### config.mk
export PLATFORM = sky130hd
export DESIGN_NAME = uart_rx_flat
export DESIGN_NICKNAME = d
export VERILOG_FILES = /design/src/rtl/uart_pkg.sv /design/src/rtl/uart_rx_if.sv /design/src/rtl/uart_rx_sampler.sv /design/src/rtl/uart_rx.sv /design/src/flat_wrapper.sv
export SDC_FILE = /design/constraint.sdc
export NUM_CORES = 1
export LEC_CHECK = 0
export CAP_MARGIN = 20
export CORE_MARGIN = 2
export CORE_UTILIZATION = 35
export CTS_BUF_LIST = sky130_fd_sc_hd__clkbuf_4 sky130_fd_sc_hd__clkbuf_8 sky130_fd_sc_hd__clkbuf_16
export CTS_CLUSTER_DIAMETER = 200
export DETAILED_ROUTE_END_ITERATION = 8
export SLEW_MARGIN = 20
export SYNTH_ARGS = -nofsm -noshare
export SYNTH_HDL_FRONTEND = slang
export SYNTH_SLANG_ARGS = --single-unit
### constraint.sdc
create_clock -name clk -period 2.37 [get_ports clk]
set_clock_uncertainty 0.05 [all_clocks]
set_input_delay 0.474 -clock clk [delete_from_list [all_inputs] [get_ports clk]]
set_output_delay 0.474 -clock clk [all_outputs]
set_load 0.01 [all_outputs]
### src/rtl/uart_pkg.sv
// Shared UART definitions: receiver/transmitter state encoding and the parity helper.
package uart_pkg;

   typedef enum logic [2:0] {
      IDLE   = 3'd0,
      START  = 3'd1,
      DATA   = 3'd2,
      PARITY = 3'd3,
      STOP   = 3'd4
   } uart_state_e;

   // Widest word the parity helper accepts; narrower words are zero-extended.
   localparam int UART_MAX_W = 32;

   // Expected parity bit: even parity is the XOR of the data, odd parity its inverse.
   function automatic logic calc_parity(input logic [UART_MAX_W-1:0] data,
                                        input logic                  odd);
      return (^data) ^ odd;
   endfunction

endpackage

### src/rtl/uart_rx_if.sv
// Parallel-side and line-side signals of the UART receiver, with modports for the
// driving side (master) and the receiver itself (slave).
interface uart_rx_if #(
   parameter int DATA_WIDTH = 8
);
   logic                  rx_in;
   logic                  par_en;
   logic                  par_typ;
   logic [DATA_WIDTH-1:0] p_data;
   logic                  data_valid;
   logic                  par_err;
   logic                  stp_err;

   modport master (
      output rx_in, par_en, par_typ,
      input  p_data, data_valid, par_err, stp_err
   );

   modport slave (
      input  rx_in, par_en, par_typ,
      output p_data, data_valid, par_err, stp_err
   );
endinterface

### src/rtl/uart_rx_sampler.sv
// Bit timing for the UART receiver: edge/bit counters and the per-bit sample.
// UART_RX_MAJORITY_EN selects a 2-of-3 vote around the bit centre instead of one sample.
module uart_rx_sampler
   import uart_pkg::*;
#(
   parameter int DATA_WIDTH = 8,
   parameter int PRESCALE   = 8
) (
   input  logic                            clk,
   input  logic                            rst,
   input  logic                            run,
   input  logic                            rx_in,
   input  logic                            cnt_data,
   output logic [$clog2(DATA_WIDTH+1)-1:0] bit_cnt,
   output logic                            sample_bit,
   output logic                            bit_done
);
   localparam int EW = $clog2(PRESCALE);
   localparam int BW = $clog2(DATA_WIDTH+1);
   localparam logic [EW-1:0] LAST = EW'(PRESCALE - 1);
   localparam logic [EW-1:0] MID  = EW'(PRESCALE / 2);

   logic [EW-1:0] edge_cnt;

   // The counter idles at 0, so the cycle a start edge is seen is edge_cnt 0 of the start bit.
   always_ff @(posedge clk) begin
      if (rst || !run || edge_cnt == LAST)
         edge_cnt <= '0;
      else
         edge_cnt <= edge_cnt + 1'b1;
   end

   assign bit_done = run && (edge_cnt == LAST);

   always_ff @(posedge clk) begin
      if (rst || !cnt_data)
         bit_cnt <= '0;
      else if (bit_done)
         bit_cnt <= bit_cnt + BW'(1);
   end

`ifdef UART_RX_MAJORITY_EN
   logic s_lo, s_mid, s_hi, s_hi_now;

   always_ff @(posedge clk) begin
      if (rst) begin
         s_lo  <= 1'b1;
         s_mid <= 1'b1;
         s_hi  <= 1'b1;
      end else begin
         if (edge_cnt == MID - 1'b1) s_lo  <= rx_in;
         if (edge_cnt == MID)        s_mid <= rx_in;
         if (edge_cnt == MID + 1'b1) s_hi  <= rx_in;
      end
   end

   // With PRESCALE = 4 the last vote lands on the bit_done cycle, so forward it.
   assign s_hi_now   = (edge_cnt == MID + 1'b1) ? rx_in : s_hi;
   assign sample_bit = (s_lo & s_mid) | (s_lo & s_hi_now) | (s_mid & s_hi_now);
`else
   logic s_mid;

   always_ff @(posedge clk) begin
      if (rst)
         s_mid <= 1'b1;
      else if (edge_cnt == MID)
         s_mid <= rx_in;
   end

   assign sample_bit = s_mid;
`endif

endmodule

### src/rtl/uart_rx.sv
// UART receiver: oversampled frame recovery (start, data LSB first, optional parity, stop)
// with one-cycle outcome strobes. Build option UART_RX_MAJORITY_EN (see uart_rx_sampler).
module uart_rx
   import uart_pkg::*;
#(
   parameter int DATA_WIDTH = 8,   // must not exceed UART_MAX_W
   parameter int PRESCALE   = 8    // even, >= 4
) (
   input  logic     clk,
   input  logic     rst,
   uart_rx_if.slave bus
);
   localparam int BW = $clog2(DATA_WIDTH+1);

   uart_state_e state, state_nxt;

   logic [BW-1:0]         bit_cnt;
   logic                  sample_bit, bit_done, run;
   logic                  start_ok, shift_en, par_chk, finish;
   logic [DATA_WIDTH-1:0] shift_q;
   logic                  par_en_q, par_typ_q, perr_q;
   logic [DATA_WIDTH-1:0] p_data_q;
   logic                  data_valid_q, par_err_q, stp_err_q;

   assign run = (state != IDLE) || !bus.rx_in;

   uart_rx_sampler #(
      .DATA_WIDTH (DATA_WIDTH),
      .PRESCALE   (PRESCALE)
   ) u_sampler (
      .clk        (clk),
      .rst        (rst),
      .run        (run),
      .rx_in      (bus.rx_in),
      .cnt_data   (state == DATA),
      .bit_cnt    (bit_cnt),
      .sample_bit (sample_bit),
      .bit_done   (bit_done)
   );

   always_ff @(posedge clk) begin
      if (rst)
         state <= IDLE;
      else
         state <= state_nxt;
   end

   always_comb begin
      state_nxt = state;
      case (state)
         IDLE:   if (!bus.rx_in) state_nxt = START;
         START:  if (bit_done)   state_nxt = sample_bit ? IDLE : DATA;
         DATA:   if (bit_done && bit_cnt == BW'(DATA_WIDTH - 1))
                    state_nxt = par_en_q ? PARITY : STOP;
         PARITY: if (bit_done)   state_nxt = STOP;
         STOP:   if (bit_done)   state_nxt = IDLE;
         default:                state_nxt = IDLE;
      endcase
   end

   // All datapath actions happen on the last cycle of a bit, when sample_bit is settled.
   always_comb begin
      start_ok = 1'b0;
      shift_en = 1'b0;
      par_chk  = 1'b0;
      finish   = 1'b0;
      case (state)
         START:   start_ok = bit_done && !sample_bit;
         DATA:    shift_en = bit_done;
         PARITY:  par_chk  = bit_done;
         STOP:    finish   = bit_done;
         default: ;
      endcase
   end

   always_ff @(posedge clk) begin
      if (rst) begin
         shift_q      <= '0;
         par_en_q     <= 1'b0;
         par_typ_q    <= 1'b0;
         perr_q       <= 1'b0;
         p_data_q     <= '0;
         data_valid_q <= 1'b0;
         par_err_q    <= 1'b0;
         stp_err_q    <= 1'b0;
      end else begin
         data_valid_q <= 1'b0;
         par_err_q    <= 1'b0;
         stp_err_q    <= 1'b0;
         // Frame configuration is latched once, so mid-frame changes cannot split a frame.
         if (start_ok) begin
            par_en_q  <= bus.par_en;
            par_typ_q <= bus.par_typ;
            perr_q    <= 1'b0;
         end
         if (shift_en)
            shift_q <= {sample_bit, shift_q[DATA_WIDTH-1:1]};
         if (par_chk)
            perr_q <= sample_bit != calc_parity(UART_MAX_W'(shift_q), par_typ_q);
         if (finish) begin
            data_valid_q <= !perr_q && sample_bit;
            par_err_q    <= perr_q;
            stp_err_q    <= !sample_bit;
            if (!perr_q && sample_bit)
               p_data_q <= shift_q;
         end
      end
   end

   assign bus.p_data     = p_data_q;
   assign bus.data_valid = data_valid_q;
   assign bus.par_err    = par_err_q;
   assign bus.stp_err    = stp_err_q;

   a_valid_clean: assert property (@(posedge clk) disable iff (rst)
      data_valid_q |-> !(par_err_q || stp_err_q));
   a_one_cycle: assert property (@(posedge clk) disable iff (rst)
      (data_valid_q || par_err_q || stp_err_q) |=> !(data_valid_q || par_err_q || stp_err_q));

endmodule
### src/flat_wrapper.sv
// flat-port wrapper written by rule: the top's interface ports become plain ports
module uart_rx_flat import uart_pkg::*;
#(
   parameter int DATA_WIDTH = 8,                                
   parameter int PRESCALE   = 8                 
)
  (clk, rst, bus_rx_in, bus_par_en, bus_par_typ, bus_p_data, bus_data_valid, bus_par_err, bus_stp_err);
  uart_rx_if #(.DATA_WIDTH(DATA_WIDTH)) bus_i ();
  input  logic clk;
  input  logic rst;
  input wire logic [$bits(bus_i.rx_in)-1:0] bus_rx_in;
  input wire logic [$bits(bus_i.par_en)-1:0] bus_par_en;
  input wire logic [$bits(bus_i.par_typ)-1:0] bus_par_typ;
  output wire logic [$bits(bus_i.p_data)-1:0] bus_p_data;
  output wire logic [$bits(bus_i.data_valid)-1:0] bus_data_valid;
  output wire logic [$bits(bus_i.par_err)-1:0] bus_par_err;
  output wire logic [$bits(bus_i.stp_err)-1:0] bus_stp_err;
  assign bus_i.rx_in = bus_rx_in;
  assign bus_i.par_en = bus_par_en;
  assign bus_i.par_typ = bus_par_typ;
  assign bus_p_data = bus_i.p_data;
  assign bus_data_valid = bus_i.data_valid;
  assign bus_par_err = bus_i.par_err;
  assign bus_stp_err = bus_i.stp_err;
  uart_rx #(.DATA_WIDTH(DATA_WIDTH), .PRESCALE(PRESCALE)) u_core (.clk(clk), .rst(rst), .bus(bus_i));
endmodule
Word-level counts from Yosys, hierarchy flattened
Cells that the tools add are included.
{"block": "totals", "ff_bits": 33, "in_bits": 5, "out_inout_bits": 11, "elab_cells": 63}
{"block": "classes", "addsub": 2, "eq_ne": 13, "muxes": 14, "n_bitwise": 2, "n_reduce_logical": 20}
{"operator": "XOR reduction 32 bit", "count": 1}
{"operator": "2-to-1 mux 3 bit", "count": 6}
{"operator": "case mux 3 bit (5 select lines)", "count": 1}
{"operator": "== test 3 bit (second input constant)", "count": 3}
{"operator": "inequality test 2 x 1 -> 1 bit (second input constant)", "count": 4}
{"operator": "== test 3 x 2 -> 1 bit (second input constant)", "count": 2}
{"operator": "2-to-1 mux 1 bit", "count": 6}
{"operator": "zero test 1 bit", "count": 5}
{"operator": "AND reduction 5 bit", "count": 1}
{"operator": "adder 4 x 1 -> 4 bit (second input constant)", "count": 1}
{"operator": "== test 4 x 3 -> 1 bit (second input constant)", "count": 1}
{"operator": "logical AND 1 bit", "count": 4}
{"operator": "logical OR 1 bit", "count": 4}
{"operator": "adder 3 x 1 -> 3 bit (second input constant)", "count": 1}
{"operator": "== test 3 x 1 -> 1 bit (second input constant)", "count": 1}
{"operator": "zero test 3 bit", "count": 1}
{"operator": "nonzero test 3 bit", "count": 1}
{"operator": "2-to-1 mux 2 bit", "count": 1}
{"operator": "inequality test 2 bit (second input constant)", "count": 1}
{"operator": "AND reduction 2 bit", "count": 1}
{"operator": "nonzero test 2 bit", "count": 1}
{"operator": "OR reduction 2 bit", "count": 1}
{"operator": "inequality test 1 bit", "count": 1}
{"operator": "NOT 1 bit", "count": 1}
{"operator": "XOR 1 bit", "count": 1}

Depth between registers and ports, before layout
Gate-level depths: netlist of run 1.
{"block": "logic_depth", "depth_word": 7, "mapped_depth": 6, "depth_no_buf": 6}

Modules after synthesis
From an unflattened synthesis of run 1, not the netlist that was laid out.
{"block": "hier_totals", "hier_cells": 149, "area_unflattened_um2": 1520.2}
{"module": "uart_rx", "instances": 1, "cells_per_inst": 114, "area_each_um2": 1177.4, "seq_area_each_um2": 500.5}
{"module": "uart_rx_sampler", "instances": 1, "cells_per_inst": 35, "area_each_um2": 342.8, "seq_area_each_um2": 160.2}

Worst setup path before layout of run 1
OpenSTA, ideal clock, no wires.
{"block": "synth_path", "path_type": "register to register", "from": "register u_core.u_sampler.edge_cnt[0]", "to": "register u_core.p_data_q[0], in the netlist u_core.bus.p_data[0]", "t_arrival_ns": 1.394, "setup_slack_ns": 0.799, "stages_incl_launch_ff": 7, "path_buffers": 1, "synth_period_minus_slack_ns": 1.571, "path_cell_list": "dfxtp_1 -> ha_1 -> ha_1 -> buf_2 -> nand4_2 -> mux2i_1 -> nor2_1"}
{"block": "synth_via", "elab_chain_cells": 4}
{"item": "start: declaration", "line": "uart_rx_sampler.sv:23", "text": "logic [EW-1:0] edge_cnt;"}
{"item": "start signal: assignment", "line": "uart_rx_sampler.sv:30", "text": "edge_cnt <= edge_cnt + 1'b1;"}
{"item": "== test 3 bit", "line": "uart_rx_sampler.sv:33", "text": "assign bit_done = run && (edge_cnt == LAST);"}
{"item": "logical AND 1 bit", "line": "uart_rx_sampler.sv:33"}
{"item": "2-to-1 mux 1 bit", "line": "uart_rx.sv:67", "text": "case (state)"}
{"item": "AND reduction 2 bit (no line)"}
{"item": "end signal: assignment", "line": "uart_rx.sv:105", "text": "p_data_q <= shift_q;"}
{"item": "end: declaration", "line": "uart_rx.sv:22", "text": "logic [DATA_WIDTH-1:0] p_data_q;"}
No other way between the ends.
A chain may end at the register's enable or synchronous reset.

Final worst setup path of run 1
{"block": "layout_path", "from": "register u_core.u_sampler.edge_cnt[0]", "to": "register u_core.shift_q[1]"}
{"block": "layout_via", "elab_chain_cells": 3}
{"item": "== test 3 bit", "line": "uart_rx_sampler.sv:33"}
{"item": "logical AND 1 bit", "line": "uart_rx_sampler.sv:33"}
{"item": "2-to-1 mux 1 bit", "line": "uart_rx.sv:67"}
{"item": "end signal: assignment", "line": "uart_rx.sv:97", "text": "shift_q <= {sample_bit, shift_q[DATA_WIDTH-1:1]};"}
{"item": "end: declaration", "line": "uart_rx.sv:20", "text": "logic [DATA_WIDTH-1:0] shift_q;"}
No other way between the ends.

==> results of run 1 <==
-- state kept, by name (all words and copies together), names as in the netlist --
signal,count
u_core.shift_q,8
u_core.bus.par_err,1
u_core.bus.data_valid,1
u_core.par_en_q,1
u_core.state,3
u_core.u_sampler.sample_bit,1
u_core.perr_q,1
u_core.bus.stp_err,1
u_core.u_sampler.bit_cnt,4
u_core.u_sampler.edge_cnt,3
u_core.bus.p_data,8
u_core.par_typ_q,1
-- per-stage QoR --
stage | utilization | hold slack [ns]
2_1_floorplan | - | 0.382
3_5_place_dp | 0.414 | 0.401
6_report | 0.443 | 0.408
5_1_grt | 0.443 | 0.438
3_3_place_gp | 0.414 | 0.391
4_1_cts | 0.443 | 0.411
-- worst max-delay path, cell delays in order (launching register included) --
cell and delay [ns]:
dfxtp_1 0.35, ha_1 0.15, ha_1 0.45, nor4b_2 0.28
buf_4 0.23, mux2i_1 0.21, nor2_1 0.05
-- per-layer routing --
| metal | track usage | up-vias |
|---|---|---|
| met3 | 0.0465 | 6 |
| met2 | 0.199 | 25 |
| met1 | 0.140 | 501 |
| met5 | 0 | - |
| met4 | 0.0654 | 0 |
| li1 | - | 557 |
-- cells in the final DEF (no fill, tap or decap), types with 2 or more instances in the layout --
cell type and n:
a21oi_1 2, and2_1 2, buf_4 3, clkbuf_8 6, clkdlybuf4s50_1 15, dfxtp_1 33, ha_1 4, inv_1 6
mux2i_1 19, nand2b_1 3, nand3_1 5, nand3b_1 2, nand4b_1 3, nor2_1 29, nor2b_1 2, nor3_1 2
nor3b_1 2, xnor2_1 7, xor2_1 3
-- area by class of cell --
cell class,count,area [um^2]
clock buffers,7,90.1
well taps,50,62.6
fillers,374,2260
inverters,6,22.5
clock inverters,1,30.0
repair buffers,18,173
multi-input cells,105,761
flip-flops and latches,33,661
-- power breakdown --
group          leakage [uW]  switching, uW  internal (uW)
clock             0.0000619            196            354
combinational      0.000382           52.8           50.5
sequential         0.000267           30.0            569
-- kinds of logic after synthesis --
logic type,Yosys count,synth area share
AND/OR/NAND/NOR,58,0.212
flip-flops,33,0.444
multiplexers,19,0.128
buffers and inverters,14,0.0454
AO/OA/AOI/OAI,13,0.0639
XOR/XNOR,11,0.0740
adder cells (fa/ha/maj),4,0.0336
-- worst max-delay path by stage --
stage	to	slack (ns)	startpoint	cells past startpoint
6_report	u_core.shift_q[1]$_SDFFE_PP0P_	0.48	u_core.u_sampler.edge_cnt[0]$_SDFF_PP0_	6
5_1_grt	u_core.bus.p_data[4]$_SDFFE_PP0P_	0.26	u_core.u_sampler.edge_cnt[0]$_SDFF_PP0_	5
4_1_cts	u_core.bus.p_data[5]$_SDFFE_PP0P_	0.45	u_core.u_sampler.edge_cnt[0]$_SDFF_PP0_	5
3_5_place_dp	u_core.u_sampler.bit_cnt[2]$_SDFFE_PP0P_	0.38	bus_rx_in	5
3_3_place_gp	u_core.u_sampler.bit_cnt[3]$_SDFFE_PP0P_	0.44	bus_rx_in	5
2_1_floorplan	u_core.bus.p_data[0]$_SDFFE_PP0P_	0.80	u_core.u_sampler.edge_cnt[0]$_SDFF_PP0_	6
==> flow_metrics.tcl, run 1 <==
set metrics [dict create \
    ys_seq_area_frac 0.444 \
    cts_buffer_depth 2 \
    die_h_um 69.2 \
    antenna_found_initial 0 \
    finalInstanceArea_um2 1800 \
    gr-usage-all-layers 0.123 \
    ctsHoldBuffers 0 \
    clock_sinks 33 \
    fin_crit_sh 0.797 \
    dpl.hpwl_um 1900 \
    post_cts.repair.setup_buffers 0 \
    rsz0062_at_grt "no" \
    r2r_end "u_core.shift_q[1]$_SDFFE_PP0P_" \
    post_cts_resize_count 0 \
    setup.worst_path.class "flop to flop" \
    fin_ws_ns 0.482 \
    dieArea_um2 4790 \
    outcome "completed" \
    tns_ns 0 \
    cts_tree "yes" \
    crit_path_end_kind "flop" \
    drive_above_1_share 0.0941 \
    tightestPinTransition_ns 0.494 \
    wl_per_cell_um 11.9 \
    drt_iter0_drc 32 \
    finalHoldViolCount 0 \
    synth_area_leader_cell "dfxtp_1" \
    pin_count 16 \
    critPathLaunchType "flop" \
    clk_pin_slew_worst_paths_ns 0.06 \
    routed-wl-met3_um 156 \
    finalCriticalPeriod_ns 1.89 \
    synth_cells 152 \
    synth_edf_count 0 \
    ant_nets 0 \
    ys.flop_type "dfxtp_1" \
    place.gp.congestion 0.786 \
    clockRootBuffer "clkbuf_8" \
    met1_length_um 1180 \
    p_total_uw 1250 \
    rr_worst_depth 6 \
    clock_latency_ns 0.28 \
    whs_endpoint "u_core.u_sampler.edge_cnt[0]$_SDFF_PP0_" \
    synthTopCellsByArea "dfxtp_1 44%, mux2i_1 13%, nor2_1 7.3%" \
    synthesis.area_um2 1490 \
    r2r_setup_slack_ns 0.48 \
    syn_nets 161 \
    powerDensity_nw_per_um2 696 \
    irDropWorstVdd_v 0.000280 \
    slew_headroom 0.670 \
    synth_seq_cells 33 \
    fp.coreArea_um2 4060 \
    hold_depth 1 \
    hold_class "flop to flop" \
    synth_top_area_frac 0.444 \
    min-delay-start "u_core.u_sampler.edge_cnt[0]$_SDFF_PP0_" \
    cts_buffers 5 \
    critical_path.max_fanout 14 \
    highest_layer "met4" \
    cts-htree-levels 2 \
    grt_pass1_wl_um 4760 \
    syn_area_per_cell_um2 9.80 \
    rr_startpoint "u_core.u_sampler.edge_cnt[0]$_SDFF_PP0_" \
    cp.arrival_ns 2.01 \
    die_width_um 69.2 \
    ys_types 40 \
    areaGrowthSynthToFinish_pct 20.8 \
    synth_common_cells "33 x dfxtp_1, 29 x nor2_1, 19 x mux2i_1" \
    portBuffers 15 \
    placed_cells 212 \
    grt_overflow_total 0 \
    first_global_vias 1084 \
    max_freq_ghz 0.530 \
    fin_nets 178 \
    vias 1089 \
    layout.cells.non_filler 220 \
    place_area_um2 1680 \
    grt_start_max_net_pins 16 \
    slew_viol_final 0 \
    wl_met2_um 1220 \
    initial_utilization 0.367 \
    core.rowCount 23 \
    drcViolationCount 0 \
    ys_warn_count 0 \
    p_leak_uw 0.000711 \
    async_reset_ff_frac 0 \
    max_cap_violations 0 \
    dp_slack_ns 0.377 \
    setup_viol 0 \
    worstPathRequired_ns 2.49 \
    synth.most_common_cell "dfxtp_1" \
    drt_wl_total_um 2610 \
    via_per_inst 4.95 \
    drtPass1Iterations 4 \
    antenna_cells 0 \
]
No activity file was read; power rests on OpenSTA's default activity.
==> run 2, diff against run 1 <==
==> constraint.sdc (replaced) <==
create_clock -name clk -period 1.6 [get_ports clk]
set_clock_uncertainty 0.05 [all_clocks]
set_input_delay 0.32 -clock clk [delete_from_list [all_inputs] [get_ports clk]]
set_output_delay 0.32 -clock clk [all_outputs]
set_load 0.01 [all_outputs]
==> flow_metrics.tcl, run 2 (synthesis gave the netlist of run 1 again) <==
set metrics [dict create \
    cts_tree "yes" \
    drt_wl_total_um 2930 \
    areaGrowthSynthToFinish_pct 28.8 \
    worstPathRequired_ns 1.23 \
    grt_start_max_net_pins 16 \
    intPower_uw 1320 \
    drcViolationCount 0 \
    min-delay-start "u_core.perr_q$_SDFFE_PP0P_" \
    cts_buffers 5 \
    crit_path_end_kind "output port" \
    fillCellCount 371 \
    path_buf_inv 1 \
    endpoint "bus_p_data[0]" \
    setup.worst_path.start "u_core.bus.p_data[0]$_SDFFE_PP0P_" \
    powerDensity_nw_per_um2 913 \
    fin_crit_sh 0.955 \
    ctsHoldBuffers 0 \
    p_seq_frac 0.509 \
    critPathLaunchType "flop" \
    via_per_inst 4.91 \
    portBuffers 15 \
    cts_buffer_depth 2 \
    regArea_um2 667 \
    setup_viol 0 \
    cts-htree-levels 2 \
    ant_nets 0 \
    clockRootBuffer "clkbuf_8" \
    critPathSlowestCell "clkdlybuf4s50_1" \
    finalHoldViolCount 0 \
    rsz0062_at_grt "no" \
    tns_ns 0 \
    clock_latency_ns 0.28 \
    max_freq_ghz 0.654 \
    initial_utilization 0.367 \
    outcome "completed" \
    fin_nets 190 \
    cpPeakStageDelay_ns 0.54 \
    gr-usage-all-layers 0.134 \
    die_h_um 69.2 \
    critical_path.max_fanout 2 \
    setup.worst_path.class "flop to output port" \
    crit_path_cell_trace "clkdlybuf4s50_1" \
    cp.arrival_ns 1.16 \
    dieArea_um2 4790 \
    slew_viol_final 0 \
    layout.cells.most_common "nor2_1" \
    clk_pin_slew_worst_paths_ns 0.06 \
    rr_startpoint "u_core.u_sampler.edge_cnt[1]$_SDFF_PP0_" \
    slew_headroom 0.776 \
    rr_worst_depth 5 \
    layout.cells.most_common_list "29 x nor2_1, 28 x dfxtp_1, 19 x mux2i_1, 15 x clkdlybuf4s50_1, 14 x buf_4" \
    power.share.clock 0.364 \
    core.rowCount 23 \
    finalCriticalPeriod_ns 1.53 \
    cp.depth 1 \
    place.gp.congestion 0.790 \
    r2r_setup_slack_ns 0.11 \
    hold_class "flop to flop" \
    combPwrFrac 0.127 \
    wl_per_cell_um 12.7 \
    pin_count 16 \
    drt_iter0_drc 24 \
    tightestPinTransition_ns 0.334 \
    first_global_vias 1169 \
    max_cap_violations 0 \
    die_width_um 69.2 \
    grt_pass1_wl_um 5200 \
    r2r_end "u_core.state[1]$_SDFFE_PP0P_" \
    clock_sinks 33 \
    vias 1134 \
    dpl.hpwl_um 2150 \
    multi_input_area_um2 810 \
    fp.coreArea_um2 4060 \
    p_leak_uw 0.000757 \
    drive_above_1_share 0.193 \
    critical-path-top-delay-family "buffers and inverters" \
    layout.cells.non_filler 231 \
    p_sw_frac 0.246 \
    irDropWorstVdd_v 0.000415 \
    antenna_found_initial 0 \
    drtPass1Iterations 4 \
    antenna_cells 0 \
    p_switching_uw 431 \
    placed_cells 223 \
    grt_overflow_total 0 \
]
-- run 2: per-layer routing --
| layer | part of all wire | GRT usage |
|---|---|---|
| met5 | 0 | 0 |
| met4 | 0.019 | 0.0588 |
| met3 | 0.043 | 0.0422 |
| met2 | 0.48 | 0.224 |
| met1 | 0.46 | 0.158 |
-- run 2: power groups by stage --
stage | logic [uW] | registers [uW] | clock network (uW)
after global routing | 249 | 897 | 691
after floorplan | 158 | 873 | 0
after CTS | 215 | 881 | 663
after global placement | 200 | 897 | 0
after detailed placement | 210 | 898 | 0
final | 222 | 892 | 637
-- run 2: layout make-up --
cell class | instances | area share
timing repair buffer | 30 | 0.139
tap | 50 | 0.0326
inverter | 6 | 0.0117
clock buffer | 7 | 0.0470
multi-input combinational | 105 | 0.422
sequential | 33 | 0.348
-- run 2: timing repair --
item,in CTS,in global routing
pin swaps,0,1
setup buffers,0,1
gates resized for setup,4,10
endpoints found under the setup margin,19,22
hold endpoints to repair,0,0
-- run 2: worst min-delay path by stage --
stage	endpoint	slack, ns	cells after the start
after CTS	u_core.u_sampler.bit_cnt[1]$_SDFFE_PP0P_	0.43	2
final	u_core.bus.par_err$_SDFF_PP0_	0.43	2
after global routing	u_core.u_sampler.bit_cnt[1]$_SDFFE_PP0P_	0.48	2
after floorplan	u_core.u_sampler.edge_cnt[0]$_SDFF_PP0_	0.38	1
after detailed placement	u_core.bus.par_err$_SDFF_PP0_	0.41	2
after global placement	u_core.u_sampler.bit_cnt[1]$_SDFFE_PP0P_	0.41	2
-- run 2: tightest hold or removal path, cell delays in order, from the launching register on --
cell	delay, ns
dfxtp_1	0.34
inv_1	0.06
nor2_1	0.04
-- run 2: stage by stage --
step                power, uW  hold slack [ns]  cell area (um^2)   util  setup WS (ns)
floorplan                1030            0.382              1490      -         0.0288
global placement         1100            0.410              1760  0.434         -0.146
detailed placement       1110            0.414              1760  0.434         -0.220
CTS                      1760            0.431              1880  0.462        0.00378
global route             1840            0.476              1920  0.473         0.0148
finish                   1750            0.428              1920  0.473         0.0721
==> run 3, diff against run 2 <==
--- a/config.mk
+++ b/config.mk
@@ -11,6 +11,7 @@
 export CTS_BUF_LIST = sky130_fd_sc_hd__clkbuf_4 sky130_fd_sc_hd__clkbuf_8 sky130_fd_sc_hd__clkbuf_16
 export CTS_CLUSTER_DIAMETER = 200
 export DETAILED_ROUTE_END_ITERATION = 8
+export HOLD_SLACK_MARGIN = 0.1
 export SLEW_MARGIN = 20
 export SYNTH_ARGS = -nofsm -noshare
 export SYNTH_HDL_FRONTEND = slang
==> results of run 3 <==
The final DEF is identical to that of run 2; final timing and power are the same.
